## src/rtl/fb_scroll_ctrl.sv

```systemverilog
// fb_scroll_ctrl
// ---------------------------------------------------------------------------
// Owns the single-port 8-bit waterfall frame buffer and decides who drives it.
// There are three users:
//   - power-up clear: writes zero to every pixel once after reset
//   - video readout: generates scrolled read addresses during the frame
//   - spectrum line write: during lower blanking, once every 2^SCROLL_DIV_W
//     frames, copies one line of bin magnitudes from the bin BRAM into the
//     current top row, then advances the scroll offset
//
// Optional feature, enabled by defining FB_SCROLL_FREEZE_EN:
//   adds input `freeze`. While it is high, a line write that falls due is
//   skipped. The divider still wraps and y_offset holds. A freeze that rises
//   while a line is already being written does not abort that line.
//
// Ports:
//   clk, reset   pixel clock; synchronous active-high reset
//   x, y         current video column / row
//   visible      video active region
//   lower_blank  vertical blanking after the last visible line
//   bin_addr     bin BRAM read address
//   bin_rd_en    bin BRAM read enable (data valid one cycle later)
//   bin_data     bin BRAM read data
//   line_ack     one-cycle pulse when a full line has been committed
//   fb_addr      frame buffer address
//   fb_wdata     frame buffer write data
//   fb_wen       frame buffer write enable
//   clear_done   sticky flag, set once the initial clear has finished
//   y_offset     current top row index, 0..V_VISIBLE-1
//   state        debug view of the sequencer state (see ST_* below)
//
// Handshake: the bin BRAM is a plain read port. bin_data carries the word for
// the bin_addr that was presented with bin_rd_en=1 on the previous cycle.
// There is no back-pressure. Frame buffer writes are fire-and-forget, one
// per cycle while fb_wen=1.
// ---------------------------------------------------------------------------
module fb_scroll_ctrl #(
  parameter int H_VISIBLE    = 320,
  parameter int V_VISIBLE    = 240,
  parameter int FB_ADDR_W    = 17,
  parameter int BIN_ADDR_W   = 9,
  parameter int DATA_W       = 8,
  parameter int SCROLL_DIV_W = 2
) (
  input  logic                  clk,
  input  logic                  reset,
  input  logic [8:0]            x,
  input  logic [7:0]            y,
  input  logic                  visible,
  input  logic                  lower_blank,
`ifdef FB_SCROLL_FREEZE_EN
  input  logic                  freeze,
`endif
  output logic [BIN_ADDR_W-1:0] bin_addr,
  output logic                  bin_rd_en,
  input  logic [DATA_W-1:0]     bin_data,
  output logic                  line_ack,
  output logic [FB_ADDR_W-1:0]  fb_addr,
  output logic [DATA_W-1:0]     fb_wdata,
  output logic                  fb_wen,
  output logic                  clear_done,
  output logic [7:0]            y_offset,
  output logic [1:0]            state
);

  localparam logic [1:0] ST_CLEAR       = 2'd0;
  localparam logic [1:0] ST_VIDEO       = 2'd1;
  localparam logic [1:0] ST_WRITE_LINE  = 2'd2;
  localparam logic [1:0] ST_WAIT_ACTIVE = 2'd3;

  localparam logic [FB_ADDR_W-1:0]  FB_LAST  = FB_ADDR_W'(H_VISIBLE * V_VISIBLE - 1);
  localparam logic [FB_ADDR_W-1:0]  H_MULT   = FB_ADDR_W'(H_VISIBLE);
  localparam logic [BIN_ADDR_W-1:0] BIN_LAST = BIN_ADDR_W'(H_VISIBLE - 1);
  localparam logic [8:0]            V_LIMIT  = 9'(V_VISIBLE);
  localparam logic [7:0]            Y_LAST   = 8'(V_VISIBLE - 1);

  // row * H_VISIBLE as a sum of shifted copies of row. H_VISIBLE is constant,
  // so this reduces to a few adders (two for 320 = 256 + 64).
  function automatic logic [FB_ADDR_W-1:0] row_base(input logic [7:0] row);
    logic [FB_ADDR_W-1:0] acc;
    acc = '0;
    for (int i = 0; i < FB_ADDR_W; i++) begin
      if (H_MULT[i]) acc = acc + (FB_ADDR_W'(row) << i);
    end
    return acc;
  endfunction

  logic [SCROLL_DIV_W-1:0] divider;
  logic                    lb_q;      // lower_blank delayed, for edge detect
  logic                    rd_q;      // bin_rd_en delayed: bin_data valid now
  logic [BIN_ADDR_W-1:0]   addr_q;    // bin_addr delayed, aligned with bin_data
  logic                    wr_last;   // the write on the port is column H-1
  logic                    lb_rise;
  logic                    skip_line;

  logic [8:0]              row_sum;
  logic [8:0]              row_wrap;
  logic [7:0]              vid_row;
  logic [FB_ADDR_W-1:0]    vid_addr;
  logic [FB_ADDR_W-1:0]    line_base;

`ifdef FB_SCROLL_FREEZE_EN
  assign skip_line = freeze;
`else
  assign skip_line = 1'b0;
`endif

  assign lb_rise = lower_blank & ~lb_q;

  // Scrolled readout: display row y shows buffer row (y + y_offset) mod V.
  always_comb begin
    row_sum  = {1'b0, y} + {1'b0, y_offset};
    row_wrap = row_sum - V_LIMIT;
    vid_row  = (row_sum >= V_LIMIT) ? row_wrap[7:0] : row_sum[7:0];
    vid_addr = FB_ADDR_W'(x) + row_base(vid_row);
    line_base = row_base(y_offset);
  end

  always_ff @(posedge clk) begin
    if (reset) begin
      fb_addr    <= '0;
      fb_wdata   <= '0;
      fb_wen     <= 1'b0;
      bin_addr   <= '0;
      bin_rd_en  <= 1'b0;
      line_ack   <= 1'b0;
      clear_done <= 1'b0;
      y_offset   <= '0;
      divider    <= '0;
      lb_q       <= 1'b0;
      rd_q       <= 1'b0;
      addr_q     <= '0;
      wr_last    <= 1'b0;
      state      <= ST_CLEAR;
    end else begin
      lb_q     <= lower_blank;
      line_ack <= 1'b0;
      case (state)
        ST_CLEAR: begin
          fb_wdata <= '0;
          // The first cycle out of reset arms the write at address 0. After
          // that the address steps until the last pixel has been written.
          if (!fb_wen) begin
            fb_wen  <= 1'b1;
            fb_addr <= '0;
          end else if (fb_addr == FB_LAST) begin
            fb_wen     <= 1'b0;
            clear_done <= 1'b1;
            state      <= ST_VIDEO;
          end else begin
            fb_addr <= fb_addr + FB_ADDR_W'(1);
          end
        end

        ST_VIDEO: begin
          fb_wen  <= 1'b0;
          fb_addr <= vid_addr;
          if (lb_rise) begin
            divider <= divider + SCROLL_DIV_W'(1);
            if ((&divider) && !skip_line) begin
              bin_rd_en <= 1'b1;
              bin_addr  <= '0;
              rd_q      <= 1'b0;
              wr_last   <= 1'b0;
              state     <= ST_WRITE_LINE;
            end else begin
              state <= ST_WAIT_ACTIVE;
            end
          end
        end

        ST_WRITE_LINE: begin
          if (fb_wen && wr_last) begin
            // Column H-1 is on the port this cycle, so the line is complete.
            fb_wen    <= 1'b0;
            bin_rd_en <= 1'b0;
            rd_q      <= 1'b0;
            wr_last   <= 1'b0;
            line_ack  <= 1'b1;
            y_offset  <= (y_offset == Y_LAST) ? 8'd0 : y_offset + 8'd1;
            state     <= ST_WAIT_ACTIVE;
          end else if (!lower_blank || visible) begin
            // Blanking ended early. Video owns the port, so drop the partial
            // line without an ack or a scroll step.
            fb_wen    <= 1'b0;
            bin_rd_en <= 1'b0;
            rd_q      <= 1'b0;
            wr_last   <= 1'b0;
            fb_addr   <= vid_addr;
            state     <= ST_VIDEO;
          end else begin
            if (bin_rd_en) begin
              if (bin_addr == BIN_LAST) bin_rd_en <= 1'b0;
              else                      bin_addr  <= bin_addr + BIN_ADDR_W'(1);
            end
            rd_q    <= bin_rd_en;
            addr_q  <= bin_addr;
            fb_wen  <= rd_q;
            wr_last <= rd_q && (addr_q == BIN_LAST);
            if (rd_q) begin
              fb_wdata <= bin_data;
              fb_addr  <= FB_ADDR_W'(addr_q) + line_base;
            end
          end
        end

        ST_WAIT_ACTIVE: begin
          fb_wen  <= 1'b0;
          fb_addr <= vid_addr;
          if (!lower_blank) state <= ST_VIDEO;
        end

        default: state <= ST_CLEAR;
      endcase
    end
  end

endmodule

```

## config.mk

```make
export PLATFORM = sky130hd
export DESIGN_NAME = fb_scroll_ctrl
export DESIGN_NICKNAME = d
export VERILOG_FILES = /design/src/rtl/fb_scroll_ctrl.sv
export SDC_FILE = /design/constraint.sdc
export NUM_CORES = 1
export LEC_CHECK = 0
export ABC_AREA = 1
export CORE_ASPECT_RATIO = 0.5
export CORE_UTILIZATION = 30
export CTS_BUF_LIST = sky130_fd_sc_hd__clkbuf_4 sky130_fd_sc_hd__clkbuf_8
export CTS_CLUSTER_DIAMETER = 200
export CTS_CLUSTER_SIZE = 30
export DETAILED_ROUTE_END_ITERATION = 8
export DONT_BUFFER_PORTS = 1
export GPL_TIMING_DRIVEN = 1
export PLACE_DENSITY = 0.43
export SETUP_SLACK_MARGIN = 0.1
export SLEW_MARGIN = 5
export SYNTH_ARGS = -nofsm -noshare
export SYNTH_HDL_FRONTEND = slang
export SYNTH_SLANG_ARGS = --single-unit
```

## constraint.sdc

```tcl
create_clock -name clk -period 7.6 [get_ports clk]
set_clock_uncertainty 0.15 [all_clocks]
set_input_delay 0.38 -clock clk [delete_from_list [all_inputs] [get_ports clk]]
set_output_delay 0.38 -clock clk [all_outputs]
set_load 0.01 [all_outputs]
```

==> results of run 1 <==
[cell usage after synthesis (2+ instances only)]
cell type	instances	area [um2]
nor2_1	64	240
nand3_2	2	20.0
xnor2_1	2	17.5
o21ai_0	45	225
nand4_2	2	25.0
nor2_4	2	22.5
o32ai_1	2	17.5
nor2_2	4	25.0
nand3_1	32	160
inv_2	8	30.0
ha_1	46	576
a31oi_1	7	43.8
o2bb2ai_1	2	17.5
nand4_1	8	50.1
clkbuf_1	8	30.0
a21boi_0	2	15.0
nor3_1	12	60.1
a21oi_1	78	390
a22oi_1	7	52.6
buf_4	2	15.0
or2_2	2	12.5
nand2_1	120	450
nor4_1	4	25.0
o22ai_1	3	18.8
buf_6	2	22.5
nand2_2	2	12.5
fa_1	5	100
o211ai_1	2	15.0
xor2_1	12	105
inv_1	90	338
a211oi_1	10	75.1
dfxtp_1	62	1240
o311ai_0	2	17.5
o21ai_1	3	15.0
[worst max-delay path, cell delays in order, from the launching register on]
cell,delay [ns]
dfxtp_1,0.46
ha_1,0.28
fa_1,0.43
nand3_1,0.09
nand2_1,0.08
or2_1,0.21
nand2_1,0.10
inv_1,0.07
ha_1,0.22
nand3_1,0.08
nor2_1,0.04
a21boi_0,0.22
nand2_1,0.14
mux2_2,0.31
ha_1,0.27
ha_1,0.33
inv_1,0.09
nor4_1,0.29
nand2_1,0.07
o311ai_0,0.13
nand2_1,0.15
nand2_1,0.11
nand3_1,0.07
nand2_1,0.06
nand3_1,0.06
a21oi_1,0.12
[cell type report]
class / count / area [um2]
clock buffer: 9 / 124
fill: 1646 / 9710
tap: 198 / 248
timing repair buffer: 8 / 80.1
multi-input combinational: 497 / 2950
sequential: 62 / 1240
inverter: 99 / 372
clock inverter: 7 / 60.1
[sequential cells by signal, indices dropped and copies added (netlist names), 2 cells and up]
name / flops
addr_q: 9
state: 2
divider: 2
bin_addr: 9
fb_wdata: 8
fb_addr: 17
y_offset: 8
[placed cells by master (no fill, tap or decap), types with 7 or more instances in the layout]
cell type      count
a211oi_1          10
a21oi_1           78
a22oi_1            7
a31oi_1            7
clkbuf_8           9
dfxtp_1           62
dlygate4sd3_1      8
ha_1              46
inv_1             90
inv_2              8
nand2_1          120
nand3_1           32
nand4_1            8
nor2_1            64
nor3_1            12
o21ai_0           45
xor2_1            12
[metal layers]
layer  track usage  up-vias
li1              -     2290
met1         0.245     2012
met2         0.263       84
met3        0.0520       10
met4        0.0427        0
met5             0        -
[stage by stage]
stage                     hold slack, ns  power [mW]
after floorplan                    0.277       0.400
after global placement             0.293       0.419
after detailed placement           0.302       0.419
after CTS                        0.00125       0.711
after global routing              0.0202       0.742
final                             0.0136       0.698
[final timing paths]
path | end | slack (ns) | cells after the start
setup reg to reg | fb_addr[16] | 2.90 | 25
setup / recovery | fb_addr[16] | 2.90 | 25
hold reg to reg | divider[1] | 0.31 | 2
hold / removal | fb_wdata[5] | 0.01 | 2
[what timing repair did]
action / in CTS / in global routing
hold buffers: 8 / 0
gates resized for setup: 0 / 0
hold endpoints to repair: 23 / 0
[cells by family after synthesis]
kind of cell | count (synthesis)
simple gates | 260
compound gates | 171
buf+inv | 113
flops | 62
fa+ha+maj | 51
xor+xnor | 14
mux | 1
[power by group]
group | internal [mW] | switching [mW]
sequential | 0.326 | 0.00180
clock | 0.124 | 0.156
combinational | 0.0318 | 0.0582
total | 0.482 | 0.216
==> results.md, run 1 <==
* Status: finished, final reports clean
* Iteration count of the initial detailed-routing pass at 4
* Syn nets at 752
* Root Driver: clkbuf_8
* Uppermost routed layer: met4
* DRT iter0 DRCs at 221
* Die Ht at 90.0 um
* Unrepaired setup endpoints after global routing: false
* Synth Area in XOR/XNOR at 0.0264
* Final Cycle Share at 0.619
* DP Area at 4810 um2
* Worst setup SP type: flip-flop
* Fin cells at 880
* Crit. End Element: flip-flop
* Max Root-Sink Buffers at 2
* Main synth FF type: dfxtp_1
* Slew margin rel. at 0.301
* Average wire per standard cell at 15.1 um
* Finished Cell Area at 5070 um2
* Syn. warnings at 0
* Area delta synth->final at 9.01%
* Post-DP HPWL at 10.4 mm
* Clock latency on the worst-skew pair at 0.36 ns
* Min Tclk post-route at 4.70 ns
* Fmax at 0.213 GHz
* Worst-path clk slew at 0.08 ns
* Fin worst setup slack at 2.90 ns
* IR drop worst, VDD at 65.8 uV
* Initial Util at 0.315
* Routed length on met1 at 6.95 mm
* Die width at 178 um
* Post-synthesis sequential area ratio at 0.267
* Post-layout util at 0.343
* Num rows at 31
* Drt drc at 0
* Setup bufs post-CTS at 0
* N_diodes at 0
* Synth Area in Simple Gates at 0.249
* Largest net degree at the start of global routing at 28
* FF+latch count, synth at 62
* Multiplexer share of the synthesized area at 0.00242
* GRT Overall Usage at 0.176
* Post-synthesis adder-cell area fraction at 0.145
* Slew @ Worst Pin at 1.04 ns
* Gr ovfl total at 0
* Slew Viols, Final at 0
* Static leakage at 2.17 nW
* Initial antenna violation count at 0
* Number of max-cap violations at 0
* Share of cells above drive strength 1 at 0.0660
* TritonCTS clock tree: yes
* Placer congestion estimate at 0.822
* Antenna Nets Post-Route at 0
* Post-Route WL at 13.3 mm
* Final nets at 757
* Post-synthesis instance total at 672
* Largest fanout on the critical path at 7
* PwrDens at 138 nW/um2
* Synthesized area per cell at 6.92 um2
* Largest family of logic cells by synthesized area: simple AND/OR/NAND/NOR gates
* Vias in the first global route at 4301
* Number of port buffers at 0
* Global-route wire length before repair at 22.2 mm
* Die area at 16000 um2
* Hold_sp: bin_data[5]
* Critical path data arrival time at 4.84 ns
* Placed Instances at 856
* Metal3 WL at 795 um
* Synthesized cell area at 4650 um2
* Tightest Hold Check Type: in2reg
* Worst endpoint required time at 7.73 ns
* Post-synth ARST share at 0
* Met2 wire len at 5.43 mm
* Setup CP Type: reg2reg
* Core box area at 14800 um2
* Compound-Gate Fraction of Synth Area at 0.210
* Library cells used by synthesis at 52
* Clock Sinks at 62
* Vias at 4396
* Final hold vios at 0
* Place WS at 2.92 ns
* I/O pin cnt at 77
* CP startpoint: y_offset[0]
* EDFF count, synth at 0
* Via-to-Cell Ratio at 5.00
* Final setup fails at 0
* Final setup TNS at 0 ns
* H-tree levels at 3
* Reg2reg start: y_offset[0]
* CTS buffer count at 9
No activity file was read; power rests on OpenSTA's default activity.
==> run 2, diff against run 1 <==
==> constraint.sdc (replaced) <==
create_clock -name clk -period 4.6 [get_ports clk]
set_clock_uncertainty 0.15 [all_clocks]
set_input_delay 0.23 -clock clk [delete_from_list [all_inputs] [get_ports clk]]
set_output_delay 0.23 -clock clk [all_outputs]
set_load 0.01 [all_outputs]
==> run 2 against run 1 <==
Core utilization up 1.9 points. Via count is 1.9% higher. Final area rose by 5.5%. Routed wire length up 2.9%. Cell count increased by 1.8%. Critical path depth is the same. Power up 85%. Clock-buffer cell count unchanged. Clock power rose by 100%. Hold slack better by 0.042 ns. Critical path type unchanged. Largest cell class unchanged. Highest routed layer unchanged.
==> results.md, run 2 (same netlist as run 1, synthesis figures left out) <==
* Min Tclk post-route at 4.18 ns
* Vias in the first global route at 4314
* CP startpoint: y_offset[0]
* Vias at 4478
* I/O pin cnt at 77
* Core box area at 14800 um2
* Commonest non-fill, non-tap cell in the layout: nand2_1
* Final hold vios at 0
* Root Driver: clkbuf_8
* Setup CP Type: reg2reg
* Share of cells above drive strength 1 at 0.107
* GRT Overall Usage at 0.177
* Tightest Hold Check Type: in2reg
* Post-DP HPWL at 10.5 mm
* Area delta synth->final at 15.0%
* Fmax at 0.239 GHz
* Static leakage at 2.27 nW
* H-tree levels at 3
* R2R depth at 25
* Clock latency on the worst-skew pair at 0.35 ns
* Average wire per standard cell at 15.3 um
* Die Ht at 90.0 um
* DRT iter0 DRCs at 199
* Crit. End Element: flip-flop
* PwrDens at 241 nW/um2
* Most frequent cells in the layout: nand2_1 (119), inv_1 (88), a21oi_1 (78)
* Fin cells at 896
* Die area at 16000 um2
* Reg2reg end: fb_addr[16]
* Reg2Reg Setup Slack at 0.42 ns
* Worst-path clk slew at 0.08 ns
* Critical path data arrival time at 4.31 ns
* N_diodes at 0
* Placer congestion estimate at 0.853
* Max FFs per register at 17
* Top flop regs: fb_addr x17, addr_q x9, bin_addr x9
* Initial antenna violation count at 0
* Slew margin rel. at 0.214
* Clock Sinks at 62
* Number of port buffers at 0
* Slew @ Worst Pin at 1.17 ns
* Hold depth at 4
* Global-route wire length before repair at 22.4 mm
* Min-Delay Endpoint: fb_addr[1]
* Largest net degree at the start of global routing at 28
* Die width at 178 um
* Post-Route WL at 13.7 mm
* Placed Instances at 865
* Unrepaired setup endpoints after global routing: false
* CTS buffer count at 9
* Final setup TNS at 0 ns
* Drt drc at 0
* Via-to-Cell Ratio at 5.00
* Largest fanout on the critical path at 4
* Antenna Nets Post-Route at 0
* Iteration count of the initial detailed-routing pass at 5
* Final nets at 773
* TritonCTS clock tree: yes
* Final setup fails at 0
* Reg2reg start: y_offset[0]
* Status: finished, final reports clean
* Gr ovfl total at 0
* Worst endpoint required time at 4.73 ns
* Top reg by flops: fb_addr
* Initial Util at 0.315
* Max Root-Sink Buffers at 2
* Final Cycle Share at 0.909
* Hold_sp: x[1]
* Num rows at 31
* Slew Viols, Final at 0
* Worst setup SP type: flip-flop
* Number of max-cap violations at 0
* IR drop worst, VDD at 115 uV
## run 2: final cells by class
cell class / count / area [um2]
Fill cell: 1605 / 9430
Multi-Input combinational cell: 497 / 3060
Sequential cell: 62 / 1240
Inverter: 99 / 372
Tap cell: 198 / 248
Timing Repair Buffer: 24 / 205
Clock buffer: 9 / 124
Clock inverter: 7 / 103
## run 2: where the power goes
group	switching, mW	internal (mW)	leakage, nW
Clock	0.252	0.313	0.111
Combinational	0.108	0.0781	1.66
Sequential	0.00302	0.538	0.501
Total	0.363	0.929	2.27
## run 2: worst max-delay path by stage
stage,end,slack (ns)
after floorplan,fb_addr[16],0.41
after global placement,fb_addr[16],0.29
after detailed placement,fb_addr[16],0.17
after CTS,fb_addr[16],0.12
after global routing,fb_addr[13],0.07
final,fb_addr[16],0.42
## run 2: routing by layer
layer  share of wire  routed length [um]  global-route usage
met1            0.52                7130               0.248
met2            0.41                5620               0.265
met3           0.061                 834              0.0537
met4          0.0078                 107              0.0342
met5               0                   0                   0
## run 2: metrics by stage
stage	setup slack [ns]	hold slack, ns	power, mW	area, um2	utilization
floorplan	0.405	0.188	0.660	4650	-
global placement	0.293	0.152	0.697	4870	0.330
detailed placement	0.170	0.152	0.695	4870	0.330
CTS	0.124	0.0493	1.28	5200	0.352
global route	0.0738	0.0716	1.35	5350	0.362
finish	0.421	0.0553	1.29	5350	0.362
## run 2: what timing repair did
item,4_1_cts,5_1_grt
buffers inserted,0,5
resized for setup,0,22
endpoints found under the hold margin,30,0
hold buffers,10,0
endpoints found under the setup margin,0,6
## run 2: critical path, stage by stage (launching register included)
cell	delay, ns
dfxtp_2	0.33
ha_2	0.18
fa_2	0.39
nand3_1	0.07
nand2_1	0.08
or2_1	0.22
nand2_2	0.08
inv_1	0.06
ha_2	0.18
nand3_1	0.08
nor2_1	0.04
a21boi_1	0.18
nand2_1	0.13
mux2_4	0.35
ha_4	0.26
ha_4	0.28
inv_1	0.06
nor4_1	0.27
nand2_1	0.10
o311ai_2	0.09
nand2_1	0.12
nand2_1	0.09
nand3_1	0.08
nand2_1	0.06
nand3_1	0.06
a21oi_1	0.12
==> run 3, diff against run 2 <==
--- a/config.mk
+++ b/config.mk
@@ -7,14 +7,14 @@
 export LEC_CHECK = 0
 export ABC_AREA = 1
 export CORE_ASPECT_RATIO = 0.5
-export CORE_UTILIZATION = 30
+export CORE_UTILIZATION = 55
 export CTS_BUF_LIST = sky130_fd_sc_hd__clkbuf_4 sky130_fd_sc_hd__clkbuf_8
 export CTS_CLUSTER_DIAMETER = 200
 export CTS_CLUSTER_SIZE = 30
 export DETAILED_ROUTE_END_ITERATION = 8
 export DONT_BUFFER_PORTS = 1
 export GPL_TIMING_DRIVEN = 1
-export PLACE_DENSITY = 0.43
+export PLACE_DENSITY = 0.69
 export SETUP_SLACK_MARGIN = 0.1
 export SLEW_MARGIN = 5
 export SYNTH_ARGS = -nofsm -noshare
==> run 3 against run 2 <==
Sequential cell count is the same. Final area shrank 3.4%. Power shrank 6.3%. Clock power shrank 14%. Highest routed layer unchanged. Non-clock buffer count shrank 2. Global-route usage grew 11 points.
==> results.md, run 3 (same netlist as run 1, synthesis figures left out) <==
* Most frequent cells in the layout: nand2_1 (118), inv_1 (90), a21oi_1 (75)
* Top reg by flops: fb_addr
* Final nets at 771
* Slew margin rel. at 0.250
* Slew Viols, Final at 0
* Reg2reg end: fb_addr[14]
* Min-Delay Endpoint: fb_addr[1]
* Met2 wire len at 5.09 mm
* Commonest non-fill, non-tap cell in the layout: nand2_1
* IR drop worst, VDD at 272 uV
* Worst setup SP type: flip-flop
* Antenna Nets Post-Route at 0
* Tightest Hold Check Type: in2reg
* Post-DP HPWL at 9.05 mm
* Drt drc at 0
* Worst endpoint required time at 4.69 ns
* Initial antenna violation count at 0
* Vias at 4530
* Max FFs per register at 17
* Metal3 WL at 928 um
* Reg2reg start: y_offset[0]
* Hold depth at 4
* Die Ht at 67.0 um
* Top flop regs: fb_addr x17, addr_q x9, bin_addr x9
* Max Root-Sink Buffers at 2
* PwrDens at 234 nW/um2
* Fmax at 0.239 GHz
* Area delta synth->final at 11.1%
* Min Tclk post-route at 4.19 ns
* Final Cycle Share at 0.911
* Share of cells above drive strength 1 at 0.101
* TritonCTS clock tree: yes
* GRT Overall Usage at 0.289
* Die width at 132 um
* Post-Route WL at 12.1 mm
* Clock latency on the worst-skew pair at 0.36 ns
* H-tree levels at 3
* Final hold vios at 0
* Final setup fails at 0
* Routed length on met1 at 5.90 mm
* Via-to-Cell Ratio at 5.61
* Average wire per standard cell at 15.0 um
* Placer congestion estimate at 0.893
* Num rows at 23
* Largest fanout on the critical path at 4
* Static leakage at 2.24 nW
* Hold_sp: x[1]
* Iteration count of the initial detailed-routing pass at 4
* Core box area at 8090 um2
* Number of port buffers at 0
* Status: finished, final reports clean
* Number of max-cap violations at 0
* Die area at 8850 um2
* Worst-path clk slew at 0.07 ns
* Critical path data arrival time at 4.28 ns
* Global-route wire length before repair at 19.9 mm
* Final setup TNS at 0 ns
* Largest net degree at the start of global routing at 28
* Uppermost routed layer: met4
* N_diodes at 0
* Crit. End Element: flip-flop
* Slew @ Worst Pin at 1.12 ns
* Initial Util at 0.575
* Unrepaired setup endpoints after global routing: true
* CTS buffer count at 9
* R2R depth at 25
* I/O pin cnt at 77
* Root Driver: clkbuf_8
* DRT iter0 DRCs at 222
* Setup CP Type: reg2reg
* Place WS at 0.244 ns
* Clock Sinks at 62
* Reg2Reg Setup Slack at 0.41 ns
* Gr ovfl total at 0
* Fin worst setup slack at 0.409 ns
* Vias in the first global route at 4181
==> run 3: final cells by class <==
| class | count | area, um2 |
|---|---|---|
| clock buffer | 12 | 153 |
| inverter | 99 | 372 |
| sequential | 62 | 1240 |
| multi-input combinational | 497 | 3030 |
| timing repair buffer | 22 | 190 |
| fill | 749 | 2920 |
| clock inverter | 3 | 45.0 |
| tap | 112 | 140 |
==> run 3: timing repair <==
item	CTS	global route
buffers inserted	0	4
hold buffers	10	0
endpoints found under the setup margin	0	6
endpoints found under the hold margin	31	0
resized for setup	0	18
==> run 3: stage by stage <==
step	power [mW]	cell area (um2)	utilization	instances	hold slack, ns
6_report	1.21	5170	0.639	807	0.0228
3_5_place_dp	0.692	4760	0.588	778	0.153
3_3_place_gp	0.691	4760	0.588	778	0.153
4_1_cts	1.19	5060	0.625	803	0.00756
5_1_grt	1.27	5170	0.639	807	0.0616
2_1_floorplan	0.660	4650	-	672	0.188
==> run 3: critical path, stage by stage, from the launching register on <==
cell and delay, ns:
dfxtp_1 0.32, ha_2 0.19, fa_2 0.42, nand3_1 0.08
nand2_1 0.08, or2_1 0.22, nand2_2 0.09, inv_1 0.06
ha_1 0.20, nand3_1 0.08, nor2_1 0.05, a21boi_2 0.17
nand2_2 0.09, mux2_2 0.32, ha_1 0.33, ha_4 0.30
inv_1 0.07, nor4_1 0.16, nand2_1 0.08, o311ai_1 0.10
nand2_1 0.12, buf_4 0.14, nand2_1 0.05, o22ai_1 0.06
nand2_1 0.07, a21oi_1 0.07
==> run 3: how the worst max path moves through the flow <==
| stage | slack, ns | startpoint | end |
|---|---|---|---|
| 2_1_floorplan | 0.41 | y_offset[0] | fb_addr[16] |
| 3_3_place_gp | 0.35 | y_offset[0] | fb_addr[16] |
| 3_5_place_dp | 0.24 | y_offset[0] | fb_addr[16] |
| 4_1_cts | 0.21 | y_offset[0] | fb_addr[16] |
| 5_1_grt | 0.03 | y_offset[0] | fb_addr[13] |
| 6_report | 0.41 | y_offset[0] | fb_addr[14] |
==> run 3: per-layer routing <==
metal / global-route usage / vias up
li1: - / 2312
met1: 0.377 / 2080
met2: 0.454 / 121
met3: 0.103 / 17
met4: 0.0741 / 0
met5: 0 / -
==> run 3: report_power, final <==
group / switching [mW] / internal, mW / total (mW)
Sequential: 0.00289 / 0.538 / 0.541
Combinational: 0.108 / 0.0736 / 0.182
Clock: 0.213 / 0.274 / 0.487
